`src/rtl/serial_parallel_argmax_stream.sv`:
```
// Streaming argmax over one frame of up to NUM_INPUTS values, LANES values per beat.
// Each accepted beat is reduced across its lanes in one cycle and folded into a
// running max/argmax. The frame result is held on a valid/ready output until taken.
//
// Handshake: an input beat transfers on a rising edge where in_valid && in_ready.
// A result transfers on a rising edge where out_valid && out_ready. in_ready is high
// only while accumulating and out_valid only while holding a result, so a frame's
// result must be taken before the next frame's first beat can be accepted.
module serial_parallel_argmax_stream #(
  parameter int WIDTH       = 8,
  parameter int LANES       = 16,
  parameter int NUM_INPUTS  = 256,
  parameter int INDEX_WIDTH = $clog2(NUM_INPUTS),
  parameter int SIGNED      = 1
) (
  input  logic                                     clk,
  input  logic                                     rst,
  input  logic                                     in_valid,
  output logic                                     in_ready,
  input  logic [LANES*WIDTH-1:0]                   in_data,
  input  logic                                     in_last,
  output logic                                     out_valid,
  input  logic                                     out_ready,
  output logic [WIDTH-1:0]                         max,
  output logic [INDEX_WIDTH-1:0]                   argmax,
  output logic [$clog2(NUM_INPUTS/LANES+1)-1:0]    beat_count
);

  localparam int NUM_BEATS = NUM_INPUTS / LANES;
  localparam int BCW       = $clog2(NUM_BEATS + 1);
  localparam int LANE_W    = $clog2(LANES);
  // Smallest representable value: the starting point of every frame's running max.
  localparam logic [WIDTH-1:0] MIN_VAL =
    (SIGNED != 0) ? {1'b1, {(WIDTH-1){1'b0}}} : {WIDTH{1'b0}};

  typedef enum logic {ACCUM = 1'b0, DONE = 1'b1} state_t;

  state_t                 state_q, state_d;
  logic [BCW-1:0]         cnt_q, cnt_d;
  logic [WIDTH-1:0]       run_max_q, run_max_d;
  logic [INDEX_WIDTH-1:0] run_idx_q, run_idx_d;
  logic [WIDTH-1:0]       max_q, max_d;
  logic [INDEX_WIDTH-1:0] argmax_q, argmax_d;
  logic [BCW-1:0]         bcnt_q, bcnt_d;

  logic [WIDTH-1:0]       bmax;
  logic [LANE_W-1:0]      blane;
  logic                   accept;
  logic [INDEX_WIDTH-1:0] beat_idx;
  logic [WIDTH-1:0]       fold_max;
  logic [INDEX_WIDTH-1:0] fold_idx;

  // Strict greater-than in the configured number format.
  function automatic logic gt(input logic [WIDTH-1:0] a, input logic [WIDTH-1:0] b);
    if (SIGNED != 0) return $signed(a) > $signed(b);
    else             return a > b;
  endfunction

  // Lane reduction: strict compare means the lowest lane keeps a tie.
  always_comb begin
    bmax  = in_data[WIDTH-1:0];
    blane = '0;
    for (int k = 1; k < LANES; k++) begin
      if (gt(in_data[k*WIDTH +: WIDTH], bmax)) begin
        bmax  = in_data[k*WIDTH +: WIDTH];
        blane = LANE_W'(k);
      end
    end
  end

  // Next-state: fold accepted beats, close the frame, release on consume.
  always_comb begin
    state_d   = state_q;
    cnt_d     = cnt_q;
    run_max_d = run_max_q;
    run_idx_d = run_idx_q;
    max_d     = max_q;
    argmax_d  = argmax_q;
    bcnt_d    = bcnt_q;

    accept   = in_valid && (state_q == ACCUM);
    beat_idx = (INDEX_WIDTH'(cnt_q) << LANE_W) + INDEX_WIDTH'(blane);
    // Earlier beats keep ties, so only a strictly larger beat winner replaces them.
    fold_max = gt(bmax, run_max_q) ? bmax     : run_max_q;
    fold_idx = gt(bmax, run_max_q) ? beat_idx : run_idx_q;

    case (state_q)
      ACCUM: begin
        if (accept) begin
          cnt_d     = cnt_q + BCW'(1);
          run_max_d = fold_max;
          run_idx_d = fold_idx;
          // The last slot of a full frame closes it even without in_last.
          if (in_last || (cnt_q == BCW'(NUM_BEATS - 1))) begin
            state_d  = DONE;
            max_d    = fold_max;
            argmax_d = fold_idx;
            bcnt_d   = cnt_q + BCW'(1);
          end
        end
      end
      DONE: begin
        if (out_ready) begin
          state_d   = ACCUM;
          cnt_d     = '0;
          run_max_d = MIN_VAL;
          run_idx_d = '0;
        end
      end
      default: state_d = ACCUM;
    endcase
  end

  // State and datapath registers; reset discards any partial frame.
  always_ff @(posedge clk or posedge rst) begin
    if (rst) begin
      state_q   <= ACCUM;
      cnt_q     <= '0;
      run_max_q <= MIN_VAL;
      run_idx_q <= '0;
      max_q     <= MIN_VAL;
      argmax_q  <= '0;
      bcnt_q    <= '0;
    end else begin
      state_q   <= state_d;
      cnt_q     <= cnt_d;
      run_max_q <= run_max_d;
      run_idx_q <= run_idx_d;
      max_q     <= max_d;
      argmax_q  <= argmax_d;
      bcnt_q    <= bcnt_d;
    end
  end

  assign in_ready   = (state_q == ACCUM);
  assign out_valid  = (state_q == DONE);
  assign max        = max_q;
  assign argmax     = argmax_q;
  assign beat_count = bcnt_q;

endmodule
```
`config.mk`:
```
export PLATFORM = sky130hd
export DESIGN_NAME = serial_parallel_argmax_stream
export DESIGN_NICKNAME = d
export VERILOG_FILES = /design/src/rtl/serial_parallel_argmax_stream.sv
export SDC_FILE = /design/constraint.sdc
export NUM_CORES = 1
export LEC_CHECK = 0
export BUFFER_PORTS_ARGS = -buffer_cell sky130_fd_sc_hd__buf_4
export CORE_MARGIN = 4
export CORE_UTILIZATION = 25
export DETAILED_ROUTE_END_ITERATION = 10
export GPL_TIMING_DRIVEN = 0
export PLACE_DENSITY = 0.53
export SKIP_CTS_REPAIR_TIMING = 1
export SYNTH_ARGS = -nofsm -noshare
export SYNTH_HDL_FRONTEND = slang
export SYNTH_SLANG_ARGS = --single-unit
```
`constraint.sdc`:
```
create_clock -name clk -period 5.5 [get_ports clk]
set_clock_uncertainty 0.05 [all_clocks]
set_input_delay 0.825 -clock clk [delete_from_list [all_inputs] [get_ports clk]]
set_output_delay 0.825 -clock clk [all_outputs]
set_load 0.05 [all_outputs]
```
==> Word level (Yosys, flattened, before mapping) <==
Index checks and enable logic that the tools add are counted.
{ "classes": {"n_addsub": 2, "n_lt_le_gt_ge": 16, "n_eq_ne": 3, "mux": 45, "bitwise_logic": 1, "n_reduce_logical": 4} }
{ "op_table": {"columns": ["cell", "count"], "rows": [
  ["$mux 8", 21],
  ["$gt 8x8->1", 16],
  ["$mux 4", 13],
  ["$pmux 8 s2", 2],
  ["$mux 5", 2],
  ["$pmux 5 s2", 1],
  ["$add 8x4->8", 1],
  ["$add 5x1->5 const B", 1],
  ["$eq 5x4->1 const B", 1],
  ["$mux 1", 4],
  ["$reduce_and 3->1", 1],
  ["$mux 2", 1],
  ["$ne 2x1->1 const B", 1],
  ["$ne 2x2->1 const B", 1],
  ["$pmux 1 s2", 1],
  ["$reduce_and 2->1", 1],
  ["$logic_and 1x1->1", 1],
  ["$logic_or 1x1->1", 1],
  ["$not 1->1", 1]
]} }
{ "totals": {"reg_bits": 43, "out_inout_bits": 23, "wordCells": 78} }

==> Longest topological paths before layout <==
{ "logic_depth": {"ltp_word": 34, "mapped_depth": 187, "depth_no_buf": 173} }

==> Least setup slack after synthesis <==
No wires, ideal clock.
{ "synth_path": {"path_type": "input to register", "startpoint": "input port in_data[7]", "endpoint": "register run_max_q[0]", "setup_time_ns": 0.141, "arrival_time_ns": 31.906, "required_ns": 5.309, "slack_ns": -26.597, "cell_stages": 176, "path_buffers": 15, "cell_sequence": "inv_1 ha_1 and4_1 o2111a_1 o31ai_1 nor2_1 clkbuf_1 nor2_1 a21oi_1 ha_1 and3_1 nand3_1 nor3_1 mux2i_1 o211ai_1 a211oi_1 o21a_1 a41oi_1 [... 140 more ...] nor2_1 nor2_1 ha_1 nor2b_1 o21a_1 o21ai_0 nand2b_1 a21oi_1 nor2b_1 o21ai_0 nand2_1 o211ai_1 o21ai_1 and2_1 clkbuf_1 clkbuf_1 a21oi_1 a31oi_1"} }
{ "synth_between": {"elab_chain_cells": 34} }
{ "synth_rtl": {"columns": ["element", "line", "text"], "rows": [
  ["start: declaration", "20", "input logic [LANES*WIDTH-1:0] in_data,"],
  ["$gt 8x8->1", "55", "if (SIGNED != 0) return $signed(a) > $signed(b);"],
  ["$mux 8 (*)", "64", "if (gt(in_data[k*WIDTH +: WIDTH], bmax)) begin"],
  ["$gt 8x8->1", "55", null],
  ["$mux 8 (*)", "64", null],
  ["$gt 8x8->1", "55", null],
  ["$mux 8 (*)", "64", null],
  ["$gt 8x8->1", "55", null],
  ["$mux 8 (*)", "64", null],
  ["[... 18 more ...]", null, null],
  ["$gt 8x8->1", "55", null],
  ["$mux 8 (*)", "64", null],
  ["$gt 8x8->1", "55", null],
  ["$mux 8 (*)", "64", null],
  ["$gt 8x8->1", "55", null],
  ["$mux 8 (*)", "84", "fold_max = gt(bmax, run_max_q) ? bmax : run_max_q;"],
  ["$mux 8 (*)", "89", "if (accept) begin"],
  ["$pmux 8 s2 (*)", "87", "case (state_q)"],
  ["end signal: assignment", "127", "run_max_q <= run_max_d;"],
  ["end: declaration", "40", "logic [WIDTH-1:0] run_max_q, run_max_d;"]
]} }
Every way passes the cells marked *; elsewhere a longest branch is shown, timed or not. The select of a mux whose other input is x is not followed.
A chain may end at the register's enable or synchronous reset.

==> Final worst setup path <==
{ "layout_path": {"startpoint": "input port in_data[4]", "endpoint": "register argmax_q[0], in the netlist argmax[0]"} }
{ "layout_between": {"elab_chain_cells": 32, "word_cells_on_any_way": 48, "classes_between": "1 x add/sub; 16 x order compare; 31 x mux"} }
{ "layout_rtl": {"columns": ["element", "line", "text"], "rows": [
  ["$gt 8x8->1", "55", null],
  ["$mux 8", "64", null],
  ["$gt 8x8->1", "55", null],
  ["$mux 8", "64", null],
  ["$gt 8x8->1", "55", null],
  ["$mux 8", "64", null],
  ["$gt 8x8->1", "55", null],
  ["$mux 8", "64", null],
  ["[... 16 more ...]", null, null],
  ["$gt 8x8->1", "55", null],
  ["$mux 8", "64", null],
  ["$gt 8x8->1", "55", null],
  ["$mux 8", "64", null],
  ["$gt 8x8->1", "55", null],
  ["$mux 4 / $mux 8 (equally long branches)", "64", null],
  ["$add 8x4->8 / $gt 8x8->1 (equally long branches)", "82, 55", null],
  ["$mux 8 (*)", "85", "fold_idx = gt(bmax, run_max_q) ? beat_idx : run_idx_q;"],
  ["end signal: assignment", "130", "argmax_q <= argmax_d;"],
  ["end: declaration", "43", "logic [INDEX_WIDTH-1:0] argmax_q, argmax_d;"]
]} }
Every way passes the cells marked *; elsewhere a longest branch is shown, timed or not.

==> key figures <==
Status
  – Status: complete, but fails checks
  – Failing checks: negative setup slack

Floorplan
  – Die area: ~0.035 sq mm
  – Initial core utilization: 25.6%
  – Row count: 64
  – Die height: 186 um
  – I/O Pins: around 160
  – Die W: between 150 and 200 um
  – Core region area: 0.0309 sq mm

STA
  – Min Hold Slack: 0.429 ns
  – Worst-Margin Slew: 0.922 ns
  – Final hold vios: 0
  – Final setup fails: 32
  – Period utilisation layout: 558%
  – Worst setup margin: -25.22 ns
  – Fmax: 32.6 MHz
  – Pins Over Slew Limit: 0
  – Period minus WS final: 30.72 ns
  – RSZ-0062 raised after global routing: true
  – Slew headroom: 37.6%

GRT
  – Total track usage: 14.1%
  – First-pass GRT wire length: roughly 40000 um
  – Grt ovf: 0
  – Pin count of the biggest net entering global routing: 31
  – Initial antenna violation count: 0
  – Vias in the first global route: 8179

Cells and area
  – Inserted Diodes: 0
  – Final Net Count: 1596
  – Fraction of layout cells with a size suffix above 1: 45.9%
  – FILL cells: 3023
  – Final instance area: 0.0131 sq mm
  – Area of the multi-input gates: 0.00819 sq mm
  – Register Area: 0.00108 sq mm
  – Layout area overhead: 64.7%

Flow run
  – Max-cap violation count: 0

Worst setup path
  – WP data required: 5.62 ns
  – Worst path max stage delay: 0.40 ns
  – Crit path kind: in2reg
  – Slowest-stage cell, CP: or3_4
  – Arrival time worst endpoint: 30.84 ns
  – Crit-path max FO: 8
  – Critical Path Start Type: input port
  – Worst setup EP type: flop
  – Crit path top cell by count: a21oi_2
  – R2r setup slk: 2.48 ns

Clocking
  – Htree depth: 2
  – TritonCTS Sinks: 43
  – Root buffer cell: clkbuf_16
  – Clk buf depth: 2
  – Worst-skew pair later-pin latency: 0.29 ns
  – Clk slew on worst S/H paths: 0.07 ns
  – CTS buffer count: 5
  – TritonCTS clock tree: done

Synthesis
  – Post-synth EDFFs: 0
  – Synth Flop Type: dfrtp_1
  – Count of cell types in the netlist: 95
  – Syn Inst Count: 1075
  – Post-Syn Area: about 0.0079 sq mm
  – Register area share after synthesis: 13.6%
  – Ys Warns: 0
  – Avg Cell Area, Syn: 7.37 sq um
  – Post-synthesis net count: 1312
  – Flops & latches, synth: 43
  – Async S/R FF share, synth: 100%

Drt
  – Total Routed Length: 28200 um
  – Final antenna-violating net count: 0
  – Vias: ~9100
  – Via-per-instance ratio: 5.16
  – Drt first pass iters: 5
  – Drt wl/cell: 16.1 um
  – Iter 0 DRT Violations: 443
  – DRC: 0

Placed design
  – Post-DP Area: 0.0103 sq mm
  – Hpwl dp: 21800 um
  – Routability cong.: 0.825
  – PortBufs: 153

Hold path
  – Hold WC Path Type: reg2reg
stage by stage:
step	setup slack (ns)	utilization (%)	TNS [ns]	instances
after global placement	-27.20	33.3	-866.33	1624
after floorplan	-23.30	-	-742.68	1075
after global routing	-26.83	42.2	-855.23	1756
after CTS	-27.27	33.9	-868.82	1633
final	-25.22	42.2	-803.30	1756
after detailed placement	-27.43	33.4	-873.90	1625
cell families after synthesis:
family | synth area share [%]
and+or+nand+nor | 22.1
AOI/OAI and AO/OA | 30.2
buffers and inverters | 7.12
adders and majority gates | 17.4
muxes | 7.22
DFF | 13.6
xor gates and xnor gates | 2.32
worst max-delay path, delay by kind of cell:
kind            cells  cell delay (ns)
fa+ha+maj          16             3.88
buf+inv            34             3.99
compound gates     74            12.56
simple gates       57             7.49
mux                 8             2.01
metal layers:
metal | vias to the layer above | track usage [%] | wire length [um]
li1 | 4540 | - | -
met1 | 4315 | 19.9 | 13100
met2 | 186 | 24.5 | 14000
met3 | 25 | 0.997 | 884
met4 | 0 | 1.28 | 258
met5 | - | 0 | 0
path summary, 6_finish.rpt:
path,start,end,depth (start not counted)
hold reg to reg,beat_count[1]$_DFFE_PP0P_,beat_count[1]$_DFFE_PP0P_,2
setup reg to reg,cnt_q[0]$_DFFE_PP0P_,out_valid$_DFF_PP0_,7
hold / removal,beat_count[1]$_DFFE_PP0P_,beat_count[1]$_DFFE_PP0P_,2
max in group asynchronous,rst,max[7]$_DFFE_PP1P_,3
setup / recovery,in_data[4],argmax[0]$_DFFE_PP0P_,189
min in group asynchronous,rst,argmax[4]$_DFFE_PP0P_,2
final cells by class:
cell class                      count  area share, %
Sequential cell                    43           8.26
Clock inverter                      2          0.297
Inverter                          114           3.50
Buffer                             29           2.32
Multi-Input combinational cell    888           62.8
Timing Repair Buffer              278           18.0
Clock buffer                        6           1.06
Tap cell                          396           3.80
synth_stat cells, types with 4 or more instances:
library cell | count | share of area (%)
o31ai_1 | 5 | 0.47
o211ai_1 | 21 | 2.0
a211o_1 | 5 | 0.55
and3_1 | 13 | 1.0
a211oi_1 | 14 | 1.3
nand3_1 | 29 | 1.8
nor2_1 | 78 | 3.7
buf_2 | 7 | 0.44
nand2_1 | 97 | 4.6
clkbuf_1 | 22 | 1.0
mux2i_1 | 26 | 3.3
o22ai_1 | 5 | 0.39
xor2_1 | 5 | 0.55
or3_1 | 14 | 1.1
xnor2_1 | 16 | 1.8
nand2b_1 | 16 | 1.3
ha_1 | 104 | 16
nor3b_1 | 8 | 0.76
or2_1 | 4 | 0.32
a31oi_1 | 21 | 1.7
maj3_1 | 8 | 1.0
nand4_1 | 11 | 0.87
and4_1 | 4 | 0.44
mux2_2 | 25 | 3.6
o21a_1 | 10 | 0.95
dfrtp_1 | 41 | 13
o21ai_1 | 18 | 1.1
and2_1 | 16 | 1.3
o21ai_0 | 87 | 5.5
inv_1 | 114 | 5.4
nor3_1 | 18 | 1.1
nor2b_1 | 26 | 2.1
o211ai_2 | 4 | 0.63
a21o_1 | 12 | 1.1
a21oi_1 | 75 | 4.7
registers in the layout (all words and copies together) (netlist names):
name / cells
argmax: 8
beat_count: 5
cnt_q: 5
max: 8
out_valid: 1
run_idx_q: 8
run_max_q: 8
cells in the final DEF (no fill, tap or decap), types with 10 or more instances in the layout:
cell and count:
a21o_1 10, a21oi_1 29, a21oi_2 30, a21oi_4 16
a31oi_1 15, and2_4 12, buf_4 251, buf_6 19
clkbuf_16 12, dfrtp_1 41, ha_1 66, ha_4 36
inv_1 90, inv_2 17, mux2_2 19, mux2i_1 11
mux2i_4 12, nand2_1 84, nand2b_1 13, nand3_1 20
nand4_1 11, nor2_1 56, nor2_4 15, nor2b_1 21
nor3_1 13, o211ai_1 21, o21a_1 10, o21ai_0 48
o21ai_1 38, o21ai_2 14, xnor2_1 16
Power is left out: the tool's default activity adds up to more than one toggle a clock period on the data nets, which glitch-free logic cannot reach.
